[src/rtl/cache_l2_control_if.sv]
// Signal bundle between the L2 cache controller, its datapath and the upstream requester.
// The controller uses the slave modport; the environment driving it uses master.
`timescale 1ns/1ps
interface cache_l2_control_if;
    logic       mem_read;
    logic       mem_write;
    logic       hit;
    logic       way;
    logic       lru_out;
    logic [1:0] dirty_out;
    logic       pmem_resp;

    logic       array_read;
    logic       array1_load;
    logic       array2_load;
    logic       lru_load;
    logic       pmdr_load;
    logic       datareadmux_sel;
    logic       datawritemux_sel;
    logic       adaptermux_sel;
    logic       pmemaddrmux_sel;
    logic [1:0] dirty_load;
    logic       mem_resp;
    logic       pmem_read;
    logic       pmem_write;

    modport slave (
        input  mem_read, mem_write, hit, way, lru_out, dirty_out, pmem_resp,
        output array_read, array1_load, array2_load, lru_load, pmdr_load,
               datareadmux_sel, datawritemux_sel, adaptermux_sel, pmemaddrmux_sel,
               dirty_load, mem_resp, pmem_read, pmem_write
    );

    modport master (
        output mem_read, mem_write, hit, way, lru_out, dirty_out, pmem_resp,
        input  array_read, array1_load, array2_load, lru_load, pmdr_load,
               datareadmux_sel, datawritemux_sel, adaptermux_sel, pmemaddrmux_sel,
               dirty_load, mem_resp, pmem_read, pmem_write
    );
endinterface

[src/rtl/cache_l2_control.sv]
// Control FSM for a 2-way L2 cache with 256-bit lines: hit service, dirty-victim
// writeback, read fill and line install. Way A = array1 (dirty bit [1]), way B = array2.
`timescale 1ns/1ps
module cache_l2_control (
    input  logic                  clk,
    input  logic                  rst,
    cache_l2_control_if.slave     bus
);

    typedef enum logic [2:0] {
        IDLE      = 3'd0,
        TAG_CHECK = 3'd1,
        WRITEBACK = 3'd2,
        FILL      = 3'd3,
        INSTALL   = 3'd4
    } state_e;

    typedef struct packed {
        logic       array_read;
        logic       array1_load;
        logic       array2_load;
        logic       lru_load;
        logic       pmdr_load;
        logic       datareadmux_sel;
        logic       datawritemux_sel;
        logic       adaptermux_sel;
        logic       pmemaddrmux_sel;
        logic [1:0] dirty_load;
        logic       mem_resp;
        logic       pmem_read;
        logic       pmem_write;
    } ctrl_t;

    state_e state_q, state_d;
    logic   victim_q, victim_d;
    ctrl_t  ctrl, ctrl_out;

    logic is_req, is_write, victim_dirty;

    // NOTE: state registers use non-blocking assignments so every flop samples pre-edge values.
    always_ff @(posedge clk or posedge rst) begin
        if (rst) begin
            state_q  <= IDLE;
            victim_q <= 1'b0;
        end else begin
            state_q  <= state_d;
            victim_q <= victim_d;
        end
    end

    assign is_req       = bus.mem_read | bus.mem_write;
    assign is_write     = bus.mem_write;
    assign victim_dirty = bus.lru_out ? bus.dirty_out[0] : bus.dirty_out[1];

    // NOTE: every signal written here gets a default first, so no path can infer a latch.
    always_comb begin
        ctrl     = '0;
        state_d  = state_q;
        victim_d = victim_q;

        unique case (state_q)
            IDLE: begin
                ctrl.array_read = 1'b1;
                if (is_req) state_d = TAG_CHECK;
            end

            TAG_CHECK: begin
                ctrl.array_read = 1'b1;
                if (!is_req) begin
                    state_d = IDLE;
                end else if (bus.hit) begin
                    ctrl.lru_load = 1'b1;
                    ctrl.mem_resp = 1'b1;
                    state_d       = IDLE;
                    if (is_write) begin
                        ctrl.datawritemux_sel = 1'b1;
                        ctrl.array1_load      = ~bus.way;
                        ctrl.array2_load      = bus.way;
                        ctrl.dirty_load       = bus.way ? 2'b01 : 2'b10;
                    end else begin
                        ctrl.datareadmux_sel = bus.way;
                        ctrl.adaptermux_sel  = 1'b0;
                    end
                end else begin
                    victim_d = bus.lru_out;
                    if (victim_dirty) state_d = WRITEBACK;
                    else if (is_write) state_d = INSTALL;   // full-line write needs no fetch
                    else               state_d = FILL;
                end
            end

            WRITEBACK: begin
                ctrl.pmem_write      = 1'b1;
                ctrl.pmemaddrmux_sel = 1'b1;
                ctrl.datareadmux_sel = victim_q;
                if (bus.pmem_resp) state_d = is_write ? INSTALL : FILL;
            end

            FILL: begin
                ctrl.pmem_read       = 1'b1;
                ctrl.pmemaddrmux_sel = 1'b0;
                ctrl.pmdr_load       = bus.pmem_resp;
                if (bus.pmem_resp) state_d = INSTALL;
            end

            INSTALL: begin
                // The hit that follows in TAG_CHECK responds and updates the LRU.
                ctrl.array_read       = 1'b1;
                ctrl.datawritemux_sel = is_write;
                ctrl.array1_load      = ~victim_q;
                ctrl.array2_load      = victim_q;
                ctrl.dirty_load       = victim_q ? 2'b01 : 2'b10;
                state_d               = TAG_CHECK;
            end

            default: state_d = IDLE;
        endcase
    end

    // Reset forces every strobe low immediately, abandoning any memory transfer in flight.
    assign ctrl_out = rst ? '0 : ctrl;

    assign bus.array_read       = ctrl_out.array_read;
    assign bus.array1_load      = ctrl_out.array1_load;
    assign bus.array2_load      = ctrl_out.array2_load;
    assign bus.lru_load         = ctrl_out.lru_load;
    assign bus.pmdr_load        = ctrl_out.pmdr_load;
    assign bus.datareadmux_sel  = ctrl_out.datareadmux_sel;
    assign bus.datawritemux_sel = ctrl_out.datawritemux_sel;
    assign bus.adaptermux_sel   = ctrl_out.adaptermux_sel;
    assign bus.pmemaddrmux_sel  = ctrl_out.pmemaddrmux_sel;
    assign bus.dirty_load       = ctrl_out.dirty_load;
    assign bus.mem_resp         = ctrl_out.mem_resp;
    assign bus.pmem_read        = ctrl_out.pmem_read;
    assign bus.pmem_write       = ctrl_out.pmem_write;

endmodule
[src/flat_wrapper.sv]
// flat-port wrapper written by rule: the top's interface ports become plain ports
module cache_l2_control_flat 
  (clk, rst, bus_mem_read, bus_mem_write, bus_hit, bus_way, bus_lru_out, bus_dirty_out, bus_pmem_resp, bus_array_read, bus_array1_load, bus_array2_load, bus_lru_load, bus_pmdr_load, bus_datareadmux_sel, bus_datawritemux_sel, bus_adaptermux_sel, bus_pmemaddrmux_sel, bus_dirty_load, bus_mem_resp, bus_pmem_read, bus_pmem_write);
  cache_l2_control_if bus_i ();
  input  logic clk;
  input  logic rst;
  input wire logic [$bits(bus_i.mem_read)-1:0] bus_mem_read;
  input wire logic [$bits(bus_i.mem_write)-1:0] bus_mem_write;
  input wire logic [$bits(bus_i.hit)-1:0] bus_hit;
  input wire logic [$bits(bus_i.way)-1:0] bus_way;
  input wire logic [$bits(bus_i.lru_out)-1:0] bus_lru_out;
  input wire logic [$bits(bus_i.dirty_out)-1:0] bus_dirty_out;
  input wire logic [$bits(bus_i.pmem_resp)-1:0] bus_pmem_resp;
  output wire logic [$bits(bus_i.array_read)-1:0] bus_array_read;
  output wire logic [$bits(bus_i.array1_load)-1:0] bus_array1_load;
  output wire logic [$bits(bus_i.array2_load)-1:0] bus_array2_load;
  output wire logic [$bits(bus_i.lru_load)-1:0] bus_lru_load;
  output wire logic [$bits(bus_i.pmdr_load)-1:0] bus_pmdr_load;
  output wire logic [$bits(bus_i.datareadmux_sel)-1:0] bus_datareadmux_sel;
  output wire logic [$bits(bus_i.datawritemux_sel)-1:0] bus_datawritemux_sel;
  output wire logic [$bits(bus_i.adaptermux_sel)-1:0] bus_adaptermux_sel;
  output wire logic [$bits(bus_i.pmemaddrmux_sel)-1:0] bus_pmemaddrmux_sel;
  output wire logic [$bits(bus_i.dirty_load)-1:0] bus_dirty_load;
  output wire logic [$bits(bus_i.mem_resp)-1:0] bus_mem_resp;
  output wire logic [$bits(bus_i.pmem_read)-1:0] bus_pmem_read;
  output wire logic [$bits(bus_i.pmem_write)-1:0] bus_pmem_write;
  assign bus_i.mem_read = bus_mem_read;
  assign bus_i.mem_write = bus_mem_write;
  assign bus_i.hit = bus_hit;
  assign bus_i.way = bus_way;
  assign bus_i.lru_out = bus_lru_out;
  assign bus_i.dirty_out = bus_dirty_out;
  assign bus_i.pmem_resp = bus_pmem_resp;
  assign bus_array_read = bus_i.array_read;
  assign bus_array1_load = bus_i.array1_load;
  assign bus_array2_load = bus_i.array2_load;
  assign bus_lru_load = bus_i.lru_load;
  assign bus_pmdr_load = bus_i.pmdr_load;
  assign bus_datareadmux_sel = bus_i.datareadmux_sel;
  assign bus_datawritemux_sel = bus_i.datawritemux_sel;
  assign bus_adaptermux_sel = bus_i.adaptermux_sel;
  assign bus_pmemaddrmux_sel = bus_i.pmemaddrmux_sel;
  assign bus_dirty_load = bus_i.dirty_load;
  assign bus_mem_resp = bus_i.mem_resp;
  assign bus_pmem_read = bus_i.pmem_read;
  assign bus_pmem_write = bus_i.pmem_write;
  cache_l2_control u_core (.clk(clk), .rst(rst), .bus(bus_i));
endmodule
[config.mk]
export PLATFORM = sky130hd
export DESIGN_NAME = cache_l2_control_flat
export DESIGN_NICKNAME = d
export VERILOG_FILES = /design/src/rtl/cache_l2_control_if.sv /design/src/rtl/cache_l2_control.sv /design/src/flat_wrapper.sv
export SDC_FILE = /design/constraint.sdc
export NUM_CORES = 1
export LEC_CHECK = 0
export CORE_AREA = 2 2 39 41
export DETAILED_ROUTE_END_ITERATION = 6
export DIE_AREA = 0 0 41 43
export GPL_TIMING_DRIVEN = 1
export PLACE_DENSITY = 0.72
export SYNTH_ARGS = -nofsm -noshare
export SYNTH_HDL_FRONTEND = slang
export SYNTH_SLANG_ARGS = --single-unit
[constraint.sdc]
create_clock -name clk -period 4.2 [get_ports clk]
set_clock_uncertainty 0.2 [all_clocks]
set_input_delay 0.63 -clock clk [delete_from_list [all_inputs] [get_ports clk]]
set_output_delay 0.63 -clock clk [all_outputs]
set_load 0.01 [all_outputs]
# Word-level counts from Yosys, hierarchy flattened
# Index checks and enable logic that the tools add are counted.
# classes
eq_ne,7
mux,33
n_bitwise,4
n_reduce_logical,4
# op_table
operator,n
$mux W3,13
$pmux W3 S5,1
$mux W14,1
$mux W1,10
$mux W2,4
$pmux W2 S2,2
$eq A3 B2 Y1 const B,2
$reduce_and A3 Y1,2
$ne A2 B2 Y1 const B,2
$pmux W1 S2,2
$eq A3 B1 Y1 const B,1
$eq A3 B3 Y1 const B,1
$logic_not A3 Y1,1
$not A1 Y1,3
$reduce_or A3 Y1,1
$ne A2 B1 Y1 const B,1
$or A1 B1 Y1,1
# totals
ff_bits,4
in_bits,10
out_inout_bits,14
elab_cells,50

# Longest topological paths before layout
# Gate-level depths: netlist (run 1).
# logic_depth
ltp_word,6
depth_mapped,5
ltp_nobuf,3

# Least setup slack after synthesis (run 1)
# No wires, ideal clock.
# synth_timing
path_type,input to output
startpoint,in bus_mem_write
endpoint,out bus_mem_resp
arrival_ns,1.442
required_time_ns,3.370
path_slack_ns,1.928
path_stages,4
path_buffers,2
path_cell_list,clkbuf_1 -> or2_2 -> and3_1 -> buf_4
# synth_between
elab_chain_len,4
# synth_rtl
element,line_no,source
from (decl),flat_wrapper.sv:8,input wire logic [$bits(bus_i.mem_write)-1:0] bus_mem_write;
$or A1 B1 Y1,cache_l2_control.sv:51,assign is_req = bus.mem_read | bus.mem_write;
$mux W3,cache_l2_control.sv:69,if (!is_req) begin
$mux W1,cache_l2_control.sv:61,unique case (state_q)
$mux W14,cache_l2_control.sv:121,assign ctrl_out = rst ? '0 : ctrl;
to (decl),flat_wrapper.sv:24,output wire logic [$bits(bus_i.mem_resp)-1:0] bus_mem_resp;
# No other way between the ends.

# Worst setup path in the final report (run 1)
# layout_timing
startpoint,in bus_hit
endpoint,out bus_dirty_load[0]
# layout_between
elab_chain_len,4
# layout_rtl
element,line_no,source
from (decl),flat_wrapper.sv:9,input wire logic [$bits(bus_i.hit)-1:0] bus_hit;
$mux W3,cache_l2_control.sv:71,end else if (bus.hit) begin
$mux W3,cache_l2_control.sv:69,
$pmux W2 S2,cache_l2_control.sv:61,
$mux W14,cache_l2_control.sv:121,
to (decl),flat_wrapper.sv:23,output wire logic [$bits(bus_i.dirty_load)-1:0] bus_dirty_load;
# No other way between the ends.

==> flow_summary.json, run 1 <==
{
  "power.ir.vdd_worst_v": 0.000146,
  "rsz0062_at_grt": "false",
  "grt_first_pass_wirelength_um": 1940,
  "reg2reg_setup_slack_ps": 2410,
  "timing.setup.tns_ps": 0,
  "cts-buffers-inserted": 3,
  "postSynthRegisterBits": 4,
  "clock_root_cell": "sky130_fd_sc_hd__clkbuf_4",
  "post_cts.resized_instances": 0,
  "post_cts_hold_buffers": 0,
  "synth_top_area_cell": "sky130_fd_sc_hd__dfrtp_1",
  "worst-endpoint-required_ps": 3370,
  "die-width_um": 41,
  "final_hold_viol_count": 0,
  "antenna_cells_inserted": 0,
  "placeableCoreArea_um2": 1380,
  "max_cap_viol_count": 0,
  "synthCells": 58,
  "areaGrowthSynthToFinish_pct": 43.4,
  "detailedPlacementHpwl_um": 896,
  "avgRoutedWirePerCell_um": 12.8,
  "port-buffer-count": 22,
  "synth_edf_count": 0,
  "drcViolationCount": 0,
  "via_per_inst": 5.46,
  "pin_count_of_the_biggest_net_entering_global_routing": 14,
  "async_reset_ff_share_pct": 100,
  "cp-end-kind": "primary output",
  "clk_pin_slew_ps": 40,
  "finalCritPeriodShare_pct": 73.6,
  "initial_core_util_pct": 33.5,
  "path_class": "in2out",
  "worst-r2r-cell-count": 3,
  "total_leakage_power_nw": 0.263,
  "cts_htree_levels": 1,
  "timing.hold.worst.start": "u_core.victim_q",
  "postSynthAreaPerCell_um2": 8.00,
  "cts.path.max_buffers": 2,
  "vias_in_the_first_global_route": 466,
  "place_inst": 87,
  "start_kind": "primary input",
  "antenna_found_initial": 0,
  "yosys.area.top_type_share_pct": 21.6,
  "placementRows": 14,
  "fmax_mhz": 323,
  "yosys_most_used_dff": "sky130_fd_sc_hd__dfrtp_1",
  "numClockSinks": 4,
  "power_density_of_the_placed_cells_nw_per_um2": 475,
  "power.total_mw": 0.316,
  "layout_min_cycle_time_ps": 3090,
  "drt.antenna.violating_nets": 0,
  "post_synth_instance_area_um2": 464,
  "min-delay-path-class": "reg2reg",
  "detail_route.iter0.violations": 7,
  "synth.top_cells.by_count": "sky130_fd_sc_hd__buf_4 (5), sky130_fd_sc_hd__a21oi_1 (4), sky130_fd_sc_hd__dfrtp_1 (4), sky130_fd_sc_hd__inv_1 (4), sky130_fd_sc_hd__nor2_1 (4)",
  "place.gp.congestion": 0.736,
  "vias": 491,
  "layout-drive-gt1-share_pct": 9.46,
  "regToRegStartpoint": "u_core.state_q[0]",
  "run_status": "finished, final reports clean",
  "most_frequent_cell_after_synthesis": "sky130_fd_sc_hd__buf_4",
  "worst_hold_path.endpoint": "u_core.victim_q",
  "synthDistinctLibCells": 32,
  "final_cell_count_no_fill": 90,
  "totalWireLength_um": 1150,
  "worst_ep_arrival_time_ps": 2260,
  "rr_endpoint": "u_core.victim_q",
  "globalRoute.totalOverflow": 0,
  "die_h_um": 43,
  "net_count_after_synthesis": 68,
  "whs_path_depth": 1,
  "drt_pre_antenna_iters": 4,
  "fp.dieArea_um2": 1760,
  "final_max_slew_viol_count": 0,
  "worstSkewPairLatency_ps": 240,
  "post_cts.repair.setup_buffers": 0,
  "globalRouteTotalUtil_pct": 15.9,
  "hold-worst-slack_ps": 381,
  "setup_violations": 0,
  "nets": 86,
  "seq_total_area_yosys_pct": 21.6,
  "yosys-top-cells-area": "sky130_fd_sc_hd__dfrtp_1 (22%), sky130_fd_sc_hd__buf_4 (8.1%), sky130_fd_sc_hd__nor3b_1 (4.9%)",
  "critical_path.max_fanout": 5,
  "io_pins": 24,
  "ys_warn_count": 0,
  "cts_tree": "yes"
}
-- placed cells by master, fill, tap and decap left out, drive strengths merged, types with 2 or more instances in the layout --
master / instances
clkdlybuf4s50: 22
a21oi: 4
inv: 4
nor2: 4
dfrtp: 4
nand2: 3
nor3b: 3
clkbuf: 3
o21ai: 2
nand2b: 2
a32oi: 2
nand4b: 2
nor3: 2
-- kinds of logic after synthesis --
logic type	Yosys count	share of synthesized area (%)
buffers and inverters	13	16.4
other	1	0.808
AOI/OAI and AO/OA	13	20.5
and+or+nand+nor	25	36.1
DFF	4	21.6
muxes	2	4.58
-- report_power, final --
part	total [mW]	leakage (nW)	switching (mW)	internal, mW
combinational	0.165	0.199	0.0719	0.0936
sequential	0.101	0.0500	0.0441	0.0566
clock	0.0497	0.0138	0.0176	0.0321
-- layout make-up --
class	count	area [µm²]
clock buffers	3	22.5
flip-flops and latches	4	100
multi-input cells	41	288
fillers	134	718
repair buffers	22	220
well taps	16	20.0
inverters	4	15.0
-- stage by stage --
stage          setup slack, ps  util [%]  area [µm²]
2_1_floorplan             1930         -         464
3_3_place_gp              1140      46.5         643
3_5_place_dp              1110      46.5         643
4_1_cts                   1100      48.1         666
5_1_grt                   1010      48.1         666
6_report                  1110      48.1         666
-- worst max path at each step --
stage,to,cells past startpoint,startpoint
floorplan,bus_mem_resp,4,bus_mem_write
finish,bus_dirty_load[0],5,bus_hit
global route,bus_dirty_load[0],5,bus_hit
global placement,bus_dirty_load[0],5,bus_hit
detailed placement,bus_dirty_load[0],5,bus_hit
CTS,bus_dirty_load[0],5,bus_hit
-- sequential cells by signal, summed over array words and instances, names as in the netlist --
register / cells
u_core.victim_q: 1
u_core.state_q: 3
-- critical path, cell delays in order --
cell and delay [ps]:
sky130_fd_sc_hd__clkdlybuf4s50_1 500, sky130_fd_sc_hd__and4bb_1 300, sky130_fd_sc_hd__a32oi_1 130, sky130_fd_sc_hd__nor2_1 140, sky130_fd_sc_hd__clkdlybuf4s50_1 550
-- metal layers --
layer | GRT usage, % | vias up | routed length [µm]
met5 | 0 | - | 0
met4 | 8.00 | 0 | 10
met3 | 2.09 | 4 | 98
met2 | 25.6 | 30 | 585
met1 | 19.4 | 219 | 458
li1 | - | 238 | -
(Power assumes the default switching activity.)
==> inputs of run 2 (changes only) <==
==> constraint.sdc (replaced) <==
create_clock -name clk -period 3.25 [get_ports clk]
set_clock_uncertainty 0.2 [all_clocks]
set_input_delay 0.4875 -clock clk [delete_from_list [all_inputs] [get_ports clk]]
set_output_delay 0.4875 -clock clk [all_outputs]
set_load 0.01 [all_outputs]
==> flow_summary.json, run 2 (synthesis gave the netlist of run 1 again) <==
{
  "reg_top3": "u_core.state_q x3, u_core.victim_q x1",
  "die-width_um": 41,
  "critical_path.max_fanout": 5,
  "areaGrowthSynthToFinish_pct": 43.4,
  "die_h_um": 43,
  "pin_count_of_the_biggest_net_entering_global_routing": 14,
  "vias_in_the_first_global_route": 443,
  "largest_register_ff_count": 3,
  "initial_core_util_pct": 33.5,
  "nets": 86,
  "total_leakage_power_nw": 0.263,
  "avgRoutedWirePerCell_um": 12.8,
  "timing.critical_path.slowest_stage_cell": "sky130_fd_sc_hd__clkdlybuf4s50_1",
  "cp-end-kind": "primary output",
  "finalCritPeriodShare_pct": 86.4,
  "cts-buffers-inserted": 3,
  "numClockSinks": 4,
  "leading_cell_types_in_the_layout_fill_and_taps_excluded": "sky130_fd_sc_hd__clkdlybuf4s50_1 (22), sky130_fd_sc_hd__a21oi_1 (4), sky130_fd_sc_hd__inv_1 (4), sky130_fd_sc_hd__nor2_1 (4), sky130_fd_sc_hd__dfrtp_1 (4)",
  "drt_pre_antenna_iters": 4,
  "final_hold_viol_count": 0,
  "min-delay-path-class": "reg2reg",
  "drt.antenna.violating_nets": 0,
  "worst_path_largest_cell_delay_ps": 550,
  "antenna_found_initial": 0,
  "layout-drive-gt1-share_pct": 9.46,
  "clock_root_cell": "sky130_fd_sc_hd__clkbuf_4",
  "antenna_cells_inserted": 0,
  "final_common_cell": "sky130_fd_sc_hd__clkdlybuf4s50_1",
  "io_pins": 24,
  "placementRows": 14,
  "totalWireLength_um": 1150,
  "worstSkewPairLatency_ps": 240,
  "path_class": "in2out",
  "timing.critical_path.max_delay_family": "buffers and inverters",
  "worst_ep_arrival_time_ps": 2120,
  "critical_path.n_buffers_inverters": 2,
  "post_cts.resized_instances": 0,
  "fillers": 137,
  "detail_route.iter0.violations": 10,
  "globalRouteTotalUtil_pct": 15.2,
  "detailedPlacementHpwl_um": 884,
  "cts_htree_levels": 1,
  "clk_pin_slew_ps": 50,
  "rsz0062_at_grt": "false",
  "placed_cell_area_um2": 643,
  "globalRoute.totalOverflow": 0,
  "final_max_slew_viol_count": 0,
  "max_flop_register": "u_core.state_q",
  "max_cap_viol_count": 0,
  "cts_tree": "yes",
  "placeableCoreArea_um2": 1380,
  "fp.dieArea_um2": 1760,
  "place.gp.congestion": 0.735,
  "stdcell_area_um2": 666,
  "post_cts_hold_buffers": 0,
  "grt_first_pass_wirelength_um": 1870,
  "timing.setup.tns_ps": 0,
  "fmax_mhz": 356,
  "crit_top_cell": "sky130_fd_sc_hd__clkdlybuf4s50_1",
  "power_density_of_the_placed_cells_nw_per_um2": 614,
  "post_cts.repair.setup_buffers": 0,
  "port-buffer-count": 22,
  "via_per_inst": 5.32,
  "layout_min_cycle_time_ps": 2810,
  "drcViolationCount": 0,
  "cts.path.max_buffers": 2,
  "power.ir.vdd_worst_v": 0.000193,
  "worst-endpoint-required_ps": 2560,
  "setup_violations": 0,
  "run_status": "finished, final reports clean",
  "crit_path_cell_trace": "clkdlybuf4s50_1, and4bb_1, a32oi_1, nor2_1, clkdlybuf4s50_1",
  "start_kind": "primary input",
  "vias": 479
}
## run 2: cell counts in the layout (fill, tap and decap cells not counted)
No cell type changed its count.
## run 2: through the flow
step / total power [mW] / instances / worst slack (ps) / utilization (%) / hold WS [ps]
after global placement: 0.341 / 87 / 476 / 46.5 / 358
final: 0.409 / 90 / 442 / 48.1 / 379
after global routing: 0.448 / 90 / 354 / 48.1 / 404
after floorplan: 0.280 / 58 / 1230 / - / 72.1
after CTS: 0.412 / 90 / 439 / 48.1 / 383
after detailed placement: 0.345 / 87 / 445 / 46.5 / 374
## run 2: layout make-up
class | count | area (µm²) | area share, %
Inverter | 4 | 15.0 | 2.26
Clock buffer | 3 | 22.5 | 3.38
Sequential cell | 4 | 100 | 15.0
Multi-Input combinational cell | 41 | 288 | 43.2
Tap cell | 16 | 20.0 | 3.01
Timing Repair Buffer | 22 | 220 | 33.1
## run 2: path summary, 6_finish.rpt
kind	startpoint	to	slack, ps	depth (start not counted)
setup reg to reg	u_core.state_q[0]	u_core.victim_q	1460	3
hold reg to reg	u_core.victim_q	u_core.victim_q	380	1
setup / recovery	bus_hit	bus_array2_load	440	5
hold / removal	u_core.victim_q	u_core.victim_q	380	1
min in group asynchronous	rst	u_core.victim_q	440	2
max in group asynchronous	rst	u_core.state_q[1]	2210	2
## run 2: power by group
part	internal, mW	switching, mW
logic	0.121	0.0925
registers	0.0732	0.0572
clock network	0.0415	0.0233
## run 2: worst reg2reg max path, stage by stage, from the launching register on
cell and delay, ps:
sky130_fd_sc_hd__dfrtp_1 550, sky130_fd_sc_hd__nor4b_2 420, sky130_fd_sc_hd__nand2_1 150, sky130_fd_sc_hd__mux2_1 340
## run 2: metal layers
layer	global-route usage, %	vias to the layer above	wire length (µm)
met2	24.4	25	571
met1	18.7	217	484
met5	0	-	0
met4	8.00	0	0
li1	-	237	-
met3	1.57	0	95
==> inputs of run 3 (changes only) <==
--- a/config.mk
+++ b/config.mk
@@ -8,8 +8,8 @@
 export CORE_AREA = 2 2 39 41
 export DETAILED_ROUTE_END_ITERATION = 6
 export DIE_AREA = 0 0 41 43
+export DONT_BUFFER_PORTS = 1
 export GPL_TIMING_DRIVEN = 1
-export PLACE_DENSITY = 0.72
 export SYNTH_ARGS = -nofsm -noshare
 export SYNTH_HDL_FRONTEND = slang
 export SYNTH_SLANG_ARGS = --single-unit
==> flow_summary.json, run 3 (synthesis gave the netlist of run 1 again) <==
{
  "worst_ep_arrival_time_ps": 1590,
  "post_cts.resized_instances": 0,
  "leading_cell_types_in_the_layout_fill_and_taps_excluded": "sky130_fd_sc_hd__a21oi_1 (4), sky130_fd_sc_hd__inv_1 (4), sky130_fd_sc_hd__nor2_1 (4), sky130_fd_sc_hd__dfrtp_1 (4)",
  "path_class": "reg2out",
  "internal_power_mw": 0.188,
  "grt_first_pass_wirelength_um": 1610,
  "finalCritPeriodShare_pct": 70.0,
  "p_comb_share_pct": 44.4,
  "stdcell_area_um2": 455,
  "initial_core_util_pct": 33.5,
  "power.clock.fraction_pct": 18.3,
  "grt_use_met2_pct": 19.7,
  "start_kind": "flop",
  "final_util_pct": 32.9,
  "total_leakage_power_nw": 0.187,
  "cp-end-kind": "primary output",
  "net-switching-power_mw": 0.156,
  "final_max_slew_viol_count": 0,
  "final_hold_viol_count": 0,
  "regToRegStartpoint": "u_core.state_q[0]",
  "pin_count_of_the_biggest_net_entering_global_routing": 14,
  "via_per_inst": 6.07,
  "fin_ws_ps": 974,
  "placeableCoreArea_um2": 1380,
  "antenna_cells_inserted": 0,
  "rr_endpoint": "u_core.state_q[0]",
  "clock_root_cell": "sky130_fd_sc_hd__clkbuf_4",
  "die_h_um": 43,
  "largest_register_ff_count": 3,
  "grt_busiest_layer": "met2",
  "fp.dieArea_um2": 1760,
  "vias": 419,
  "layout-drive-gt1-share_pct": 13.2,
  "clk_pin_slew_ps": 40,
  "avgRoutedWirePerCell_um": 14.9,
  "nets": 65,
  "worstSkewPairLatency_ps": 240,
  "met3_routing_resource_usage_after_global_routing_pct": 10.5,
  "cts.path.max_buffers": 2,
  "power_density_of_the_placed_cells_nw_per_um2": 754,
  "globalRouteMet1Util_pct": 14.9,
  "fmax_mhz": 439,
  "io_pins": 24,
  "cts_tree": "yes",
  "reg2reg_setup_slack_ps": 1530,
  "rsz0062_at_grt": "false",
  "setup.worst_path.end": "bus_array1_load",
  "die-width_um": 41,
  "antenna_found_initial": 0,
  "sw_frac_of_total_pct": 45.3,
  "detailedPlacementHpwl_um": 809,
  "max_flop_register": "u_core.state_q",
  "fillers": 152,
  "worst-endpoint-required_ps": 2560,
  "setup_violations": 0,
  "sequentialPowerShare_pct": 37.3,
  "power.ir.vdd_worst_v": 0.000272,
  "cts_htree_levels": 1,
  "min-delay-path-class": "in2reg",
  "run_status": "finished, final reports clean",
  "multiInputGateArea_um2": 288,
  "detailedPlace.worstSlack_ps": 1220,
  "timing.setup.tns_ps": 0,
  "numClockSinks": 4,
  "layout_min_cycle_time_ps": 2280,
  "ff_latch_area_um2": 100,
  "drt.antenna.violating_nets": 0,
  "power.total_mw": 0.343,
  "globalRoute.totalOverflow": 0,
  "cts-buffers-inserted": 3,
  "placed_cell_area_um2": 423,
  "detail_route.iter0.violations": 1,
  "areaGrowthSynthToFinish_pct": -1.89,
  "drcViolationCount": 0,
  "placementRows": 14,
  "globalRouteTotalUtil_pct": 14.2,
  "totalWireLength_um": 1030,
  "port-buffer-count": 0,
  "drt_pre_antenna_iters": 2,
  "worstSetupStartpoint": "u_core.state_q[1]",
  "critical_path.max_fanout": 11,
  "max_cap_viol_count": 0,
  "vias_in_the_first_global_route": 363,
  "worst-r2r-cell-count": 3,
  "reg_top3": "u_core.state_q x3, u_core.victim_q x1",
  "place.gp.congestion": 0.793
}
-- run 3: cell count changes in the layout (fill, tap and decap cells not counted), sizes merged --
cell	delta
clkdlybuf4s50	-22
dlygate4sd3	+1
-- run 3: layout make-up --
type | instances | area share, %
Multi-Input combinational cell | 41 | 63.2
Sequential cell | 4 | 22.0
Clock buffer | 3 | 4.95
Tap cell | 16 | 4.40
Inverter | 4 | 3.30
Timing Repair Buffer | 1 | 2.20
-- run 3: worst min path at each step --
stage                start                 to  slack, ps  cells after the start
6_report       bus_lru_out    u_core.victim_q        180                      1
5_1_grt        bus_lru_out    u_core.victim_q        170                      1
4_1_cts        bus_lru_out    u_core.victim_q        170                      1
3_5_place_dp           rst    u_core.victim_q        110                      1
3_3_place_gp           rst    u_core.victim_q        110                      1
2_1_floorplan          rst  u_core.state_q[0]         70                      1
-- run 3: repair_timing --
action / in CTS / in global routing
hold buffers: 1 / 0
hold endpoints to repair: 4 / 0
setup buffers: 0 / 0
-- run 3: per-layer routing --
metal  routed length, µm  part of all wire (%)
met5                   0                     0
met4                   7                  0.68
met3                 136                    13
met2                 498                    49
met1                 382                    37
-- run 3: stage by stage --
stage,instances,hold WS [ps]
6_report,69,181
5_1_grt,69,167
4_1_cts,69,171
3_5_place_dp,65,108
3_3_place_gp,65,109
2_1_floorplan,58,72.1
-- run 3: worst max-delay path: stages (launching register included) --
cell                       delay [ps]
sky130_fd_sc_hd__dfrtp_1          480
sky130_fd_sc_hd__and4bb_1         420
sky130_fd_sc_hd__a32oi_1          130
sky130_fd_sc_hd__nor2_1           320
-- run 3: power groups by stage --
stage               clock (mW)  combinational, mW  sequential [mW]
global placement             0              0.150            0.125
detailed placement           0              0.153            0.129
global route            0.0727              0.174            0.135
floorplan                    0              0.191           0.0888
CTS                     0.0664              0.155            0.128
finish                  0.0627              0.153            0.128
